**src/rtl/vdp_vram_arbiter.sv**
```systemverilog
// VRAM port arbiter: display fetch has absolute priority (plus one guard cycle),
// CPU writes are queued in a small FIFO and CPU reads wait until that FIFO has drained.
module vdp_vram_arbiter #(
    parameter int ADDR_W     = 14,
    parameter int FIFO_DEPTH = 4
) (
    input  logic              clk,
    input  logic              rst_L,
    input  logic              disp_go,
    input  logic [ADDR_W-1:0] disp_addr,
    input  logic              cpu_wr_req,
    input  logic [ADDR_W-1:0] cpu_wr_addr,
    input  logic [7:0]        cpu_wr_data,
    output logic              cpu_wr_full,
    input  logic              cpu_rd_req,
    input  logic [ADDR_W-1:0] cpu_rd_addr,
    output logic [7:0]        cpu_rd_data,
    output logic              cpu_rd_valid,
    output logic              cpu_busy,
    output logic [ADDR_W-1:0] vram_addr,
    output logic [7:0]        vram_wdata,
    output logic              vram_we,
    input  logic [7:0]        vram_rdata,
    output logic              disp_owns,
    output logic              wr_overflow,
    output logic              dbgState
);
    // Handshake: cpu_wr_req is a push strobe accepted whenever cpu_wr_full is low
    // (or a pop happens the same cycle); cpu_rd_valid is a one-cycle strobe, no back-pressure.

    localparam int PTR_W = $clog2(FIFO_DEPTH);
    localparam int CNT_W = $clog2(FIFO_DEPTH + 1);

    typedef enum logic {
        IDLE    = 1'b0,
        RD_WAIT = 1'b1
    } state_t;

    state_t            state, stateNext;
    logic              guard;
    logic [ADDR_W-1:0] fifoAddr [FIFO_DEPTH];
    logic [7:0]        fifoData [FIFO_DEPTH];
    logic [PTR_W-1:0]  wrPtr, rdPtr;
    logic [CNT_W-1:0]  count;
    logic              rdPending;
    logic [ADDR_W-1:0] rdAddrQ;
    logic [7:0]        rdDataQ;
    logic              push, pop, rdDone, fifoEmpty, fifoFull;

    assign disp_owns   = disp_go | guard;
    assign fifoEmpty   = (count == '0);
    assign fifoFull    = (count == CNT_W'(FIFO_DEPTH));
    assign cpu_wr_full = fifoFull;
    // A push into a full FIFO is still accepted when the head is popped in the same cycle.
    assign push        = cpu_wr_req & (~fifoFull | pop);
    assign cpu_busy    = rdPending | ~fifoEmpty | (state == RD_WAIT);
    assign dbgState    = (state == RD_WAIT);

    // Read data bypasses straight from VRAM on the completion cycle, then is held.
    assign cpu_rd_valid = rdDone;
    assign cpu_rd_data  = rdDone ? vram_rdata : rdDataQ;

    always_ff @(posedge clk or negedge rst_L) begin
        if (!rst_L) begin
            state <= IDLE;
            guard <= 1'b0;
        end else begin
            state <= stateNext;
            guard <= disp_go;
        end
    end

    always_comb begin
        stateNext  = state;
        pop        = 1'b0;
        rdDone     = 1'b0;
        vram_addr  = disp_addr;
        vram_wdata = '0;
        vram_we    = 1'b0;
        case (state)
            IDLE: begin
                if (!disp_owns) begin
                    if (!fifoEmpty) begin
                        pop        = 1'b1;
                        vram_addr  = fifoAddr[rdPtr];
                        vram_wdata = fifoData[rdPtr];
                        vram_we    = 1'b1;
                    end else if (rdPending) begin
                        vram_addr = rdAddrQ;
                        stateNext = RD_WAIT;
                    end
                end
            end
            // Data for the read issued last cycle arrives regardless of display ownership.
            RD_WAIT: begin
                rdDone    = 1'b1;
                stateNext = IDLE;
            end
            default: stateNext = IDLE;
        endcase
    end

    always_ff @(posedge clk) begin
        if (push) begin
            fifoAddr[wrPtr] <= cpu_wr_addr;
            fifoData[wrPtr] <= cpu_wr_data;
        end
    end

    always_ff @(posedge clk or negedge rst_L) begin
        if (!rst_L) begin
            wrPtr       <= '0;
            rdPtr       <= '0;
            count       <= '0;
            wr_overflow <= 1'b0;
        end else begin
            if (push) wrPtr <= wrPtr + 1'b1;
            if (pop)  rdPtr <= rdPtr + 1'b1;
            case ({push, pop})
                2'b10:   count <= count + 1'b1;
                2'b01:   count <= count - 1'b1;
                default: count <= count;
            endcase
            if (cpu_wr_req && fifoFull && !pop) wr_overflow <= 1'b1;
        end
    end

    always_ff @(posedge clk or negedge rst_L) begin
        if (!rst_L) begin
            rdPending <= 1'b0;
            rdAddrQ   <= '0;
            rdDataQ   <= '0;
        end else begin
            if (cpu_rd_req) begin
                rdPending <= 1'b1;
                rdAddrQ   <= cpu_rd_addr;
            end else if (rdDone) begin
                rdPending <= 1'b0;
            end
            if (rdDone) rdDataQ <= vram_rdata;
        end
    end

endmodule

```
**config.mk**
```make
export PLATFORM = sky130hd
export DESIGN_NAME = vdp_vram_arbiter
export DESIGN_NICKNAME = d
export VERILOG_FILES = /design/src/rtl/vdp_vram_arbiter.sv
export SDC_FILE = /design/constraint.sdc
export NUM_CORES = 1
export LEC_CHECK = 0
export CAP_MARGIN = 20
export CORE_MARGIN = 5
export CORE_UTILIZATION = 38
export CTS_BUF_LIST = sky130_fd_sc_hd__clkbuf_2 sky130_fd_sc_hd__clkbuf_4 sky130_fd_sc_hd__clkbuf_8
export DETAILED_ROUTE_END_ITERATION = 8
export PLACE_DENSITY = 0.6
export SLEW_MARGIN = 20
export SYNTH_ARGS = -nofsm -noshare
export SYNTH_HDL_FRONTEND = slang
export SYNTH_SLANG_ARGS = --single-unit
export TNS_END_PERCENT = 30
```
**constraint.sdc**
```tcl
create_clock -name clk -period 6.2 [get_ports clk]
set_input_delay 1.24 -clock clk [delete_from_list [all_inputs] [get_ports clk]]
set_output_delay 1.24 -clock clk [all_outputs]
set_load 0.03 [all_outputs]
```
Word level (Yosys, flattened, before mapping)
Memories as Yosys holds them, arrays and structs flattened.
Index checks and enable logic that the tools add are counted.
Word-level totals
  bits in registers: 33
  input port bits: 63
  memories: 2
  bits in writable memories: 88
  word-level logic and storage cells: 53
Memories
  fifoAddr: depth 4, bits a word 14, read ports 1, clocked after memory_dff 0, wr ports 1, RTL line 41  | logic [ADDR_W-1:0] fifoAddr [FIFO_DEPTH];
  fifoData: depth 4, bits a word 8, read ports 1, clocked after memory_dff 0, wr ports 1, RTL line 42  | logic [7:0] fifoData [FIFO_DEPTH];
Operators by class
  equal/unequal tests: 3
  add/subtract/negate cells: 4
  multiplexer cells: 21
  reduce and logical (&&, ||, !) cells: 6
  bitwise logic cells: 8
Operators by type and width (number)
  $mux 14: 4
  $mux 8: 4
  $mux 1: 11
  $pmux 3 s2: 1
  $add 2x1->2 const B: 2
  $or 1x1->1: 4
  $reduce_bool 2->1: 2
  $add 3x1->3 const B: 1
  $eq 3x3->1 const B: 1
  $logic_not 3->1: 1
  $not 1->1: 3
  $sub 3x1->3 const B: 1
  $eq 2x1->1 const B: 1
  $eq 2x2->1 const B: 1
  $logic_and 1x1->1: 2
  $pmux 1 s2: 1
  $and 1x1->1: 1
  $logic_not 1->1: 1

Logic depth before layout (Yosys ltp)
  depth in word-level cells: 8
  mapped depth: 8
  mapped depth without buffers: 7

Worst setup path after synthesis
Ideal clock, no wire load.
  kind: input to output
  from: in disp_go
  to: out vram_addr[10]
  data arrival time: 2.479 ns
  path slack: 2.481 ns
  stages: 4
  path through: nor3_1 o21a_1 clkbuf_1 a2bb2oi_1
Between the ends
  word-level cells in the longest chain between the ends: 3
Ends and longest elaborated chain
  start, declared: RTL line 9  | input logic disp_go,
  $or 1x1->1: RTL line 50  | assign disp_owns = disp_go | guard;
  $mux 14: RTL line 82  | if (!disp_owns) begin
  $mux 14: RTL line 80  | case (state)
  end, declared: RTL line 20  | output logic [ADDR_W-1:0] vram_addr,
No other way between the ends.

Final worst setup path
  from: in disp_go
  to: out vram_addr[8]
The elaborated chain is that of the path after synthesis.

==> results.sh <==
export IMPL_die_h_um=125
export IMPL_mostFrequentLayoutCells="clkdlybuf4s50_1 (99), edfxtp_1 (88), dfrtp_1 (33)"
export IMPL_antenna_cells=0
export IMPL_antenna_found_initial=0
export IMPL_grt_max_degree=34
export IMPL_crit_path_start_kind="input pin"
export IMPL_die_area_sq_um=15700
export IMPL_netlist_instances=276
export IMPL_criticalPathCategory="in -> out"
export IMPL_p_leak_nw=2.34
export IMPL_met2_usage_pct=22.7
export IMPL_clkTransAtPathRegs_ps=70
export IMPL_p_clk_share_pct=25.1
export IMPL_area_growth_pct=31.5
export IMPL_ys_seq_area_share_pct=68.7
export IMPL_setup_violations_final=0
export IMPL_crit_path_end_kind="primary output"
export IMPL_ctsLongestPathBuffers=2
export IMPL_overflow=0
export IMPL_max_freq_mhz=219
export IMPL_io_pins=100
export IMPL_gp_congestion=0.734
export IMPL_switching_share_pct=32.2
export IMPL_period_needed_ps=4560
export IMPL_dieWidth_um=125
export IMPL_ctsHoldBuffers=0
export IMPL_worst_ep_arrival_time_ps=3320
export IMPL_grt_pass1_vias=3040
export IMPL_fin_cells=569
export IMPL_power_density_nw_per_um2=438
export IMPL_insertion_delay_ps=420
export IMPL_fin_crit_sh_pct=73.6
export IMPL_start_util_pct=38.4
export IMPL_drc=0
export IMPL_fin_nets=450
export IMPL_io_buffer_count=99
export IMPL_gr_usage_met1_pct=17.3
export IMPL_grt_busiest_layer="met2"
export IMPL_critical_path_max_stage_delay_ps=710
export IMPL_fin_ws_ps=1640
export IMPL_cts_setup_buffers=0
export IMPL_cts_resized=0
export IMPL_synth_nets=344
export IMPL_drt_initial_drc_count=196
export IMPL_relSlewSlack_pct=52.1
export IMPL_wl_per_cell_um=18.7
export IMPL_ys_seq_elements=121
export IMPL_rsz0062_at_grt="no"
export IMPL_synth_avg_cell_area_sq_um=18.3
export IMPL_final_util_pct=50.5
export IMPL_final_common_cell="clkdlybuf4s50_1"
export IMPL_grt_met3_usage_pct=4.43
export IMPL_yosysWarnings=0
export IMPL_skew_ps=9.44
export IMPL_seq_power_share_pct=39.2
export IMPL_core_area_sq_um=13100
export IMPL_grt_total_usage_pct=13.9
export IMPL_via_count=2814
export IMPL_cts_tree="built"
export IMPL_dpl_instance_area_sq_um=6210
export IMPL_slew_viol_final=0
export IMPL_hold_violations=0
export IMPL_tightest_slew_ps=719
export IMPL_synthTopCellsByArea="edfxtp_1 (52%), dfrtp_1 (16%), mux4_2 (9.8%), mux2_2 (4.9%), a2bb2oi_1 (2.4%)"
export IMPL_critPathRequiredTime_ps=4960
export IMPL_cp_max_fo=14
export IMPL_timing_setup_tns_ps=0
export IMPL_numCtsBuffers=17
export IMPL_synth_top_area_cell="edfxtp_1"
export IMPL_synth_cell_types=41
export IMPL_slowest_stage="clkdlybuf4s50_1"
export IMPL_post_dp_hpwl_um=7350
export IMPL_h_tree_depth=4
export IMPL_outcome="finished clean"
export IMPL_wl_um=10600
export IMPL_vias_per_cell=4.95
export IMPL_maxCapViolCount=0
export IMPL_critPathTopFamily="buffers and inverters"
export IMPL_ir_worst_vdd_uv=154
export IMPL_dpl_cell_count=538
export IMPL_dr_pass1_iters=5
export IMPL_crit_chain="clkdlybuf4s50_1 -> nor3_2 -> o21a_1 -> a2bb2oi_1 -> clkdlybuf4s50_1"
export IMPL_switching_power_mw=0.936
export IMPL_intPower_mw=1.97
export IMPL_layout_drive_gt1_share_pct=24.2
export IMPL_place_ws_ps=1640
export IMPL_clock_sinks=121
export IMPL_grt_pass1_wl_um=16700
export IMPL_synth_top_area_share_pct=52.4
export IMPL_crit_top_cell="clkdlybuf4s50_1"
export IMPL_comb_power_share_pct=35.7
export IMPL_cts_root_buf="clkbuf_8"
export IMPL_cp_num_buf_inv=2
export IMPL_num_rows=42
export IMPL_hp_class="reg -> reg"
export IMPL_ant_nets=0
export IMPL_syn_area_sq_um=5050
export IMPL_finalInstanceArea_sq_um=6640
## worst register-to-register path, delay by kind of cell, from the launching register on
kind / cells / cell delay [ps]
AND/OR/NAND/NOR: 2 / 1230
flip-flops: 1 / 580
buffers and inverters: 1 / 330
AO/OA/AOI/OAI: 1 / 310
## state kept, by name, summed over array words and instances (netlist names)
register and flops:
rdDataQ 8, fifoAddr 56, wr_overflow 1, rdPtr 2
rdAddrQ 14, fifoData 32, wrPtr 2, rdPending 1
dbgState 1, count 3, guard 1
## cell type report
type                       count  area [sq um]
inverter                       7          26.3
clock inverter                13           180
sequential                   121          3470
clock buffer                  17           234
tap                          176           220
multi-input combinational    127          1440
fill                        1104          6500
timing repair buffer         108          1070
## stage by stage
stage	hold WS [ps]	total power, mW
after global routing	506	3.06
after global placement	477	2.20
after detailed placement	476	2.21
final	483	2.91
after CTS	493	2.95
after floorplan	481	1.87
## logic make-up after synthesis
kind of cell | Yosys count | share of synthesized area, %
mux | 45 | 15.0
xor+xnor | 5 | 0.868
simple gates | 33 | 3.87
flops | 121 | 68.7
compound gates | 39 | 7.32
buf+inv | 28 | 2.88
fa+ha+maj | 5 | 1.39
## routing by layer
layer,up-vias,routed length [um]
met5,-,0
met4,0,163
met3,13,540
met2,80,5200
met1,1410,4710
li1,1311,-
## synthesized netlist by cell type (all sizes together)
| cell | number |
|---|---|
| edfxtp | 88 |
| dfrtp | 33 |
| mux2 | 23 |
| mux4 | 22 |
| a2bb2oi | 14 |
| o22ai | 14 |
| buf | 11 |
| clkbuf | 10 |
| and3 | 8 |
| inv | 7 |
| and2 | 5 |
| ha | 4 |
| nor2 | 4 |
| or3 | 4 |
| xnor2 | 4 |
| nand2 | 2 |
| nor3 | 2 |
| or4b | 2 |
| a2111oi | 1 |
| a211o | 1 |
| a21o | 1 |
| a31o | 1 |
| a31oi | 1 |
| a32oi | 1 |
| fa | 1 |
| nand2b | 1 |
| nand3 | 1 |
| nand4 | 1 |
| nor2b | 1 |
| nor4 | 1 |
| o2111a | 1 |
| o211ai | 1 |
| o21a | 1 |
| o221ai | 1 |
| o32a | 1 |
| or2 | 1 |
| xor2 | 1 |
## worst paths after layout
kind	startpoint	to	slack, ps	depth (start not counted)
min in group asynchronous	rst_L	rdAddrQ[10]	1230	2
max reg2reg	dbgState	fifoData[1][2]	3450	4
min reg2reg	wr_overflow	wr_overflow	480	1
max	disp_go	vram_addr[8]	1640	5
max in group asynchronous	rst_L	wrPtr[1]	4640	2
min	wr_overflow	wr_overflow	480	1
## power groups by stage
stage / clock [mW] / sequential, mW / combinational [mW]
floorplan: 0 / 1.12 / 0.750
detailed placement: 0 / 1.18 / 1.03
CTS: 0.752 / 1.16 / 1.04
global placement: 0 / 1.17 / 1.03
finish: 0.729 / 1.14 / 1.04
global route: 0.790 / 1.16 / 1.11
Power figures use the tool's default switching activity.
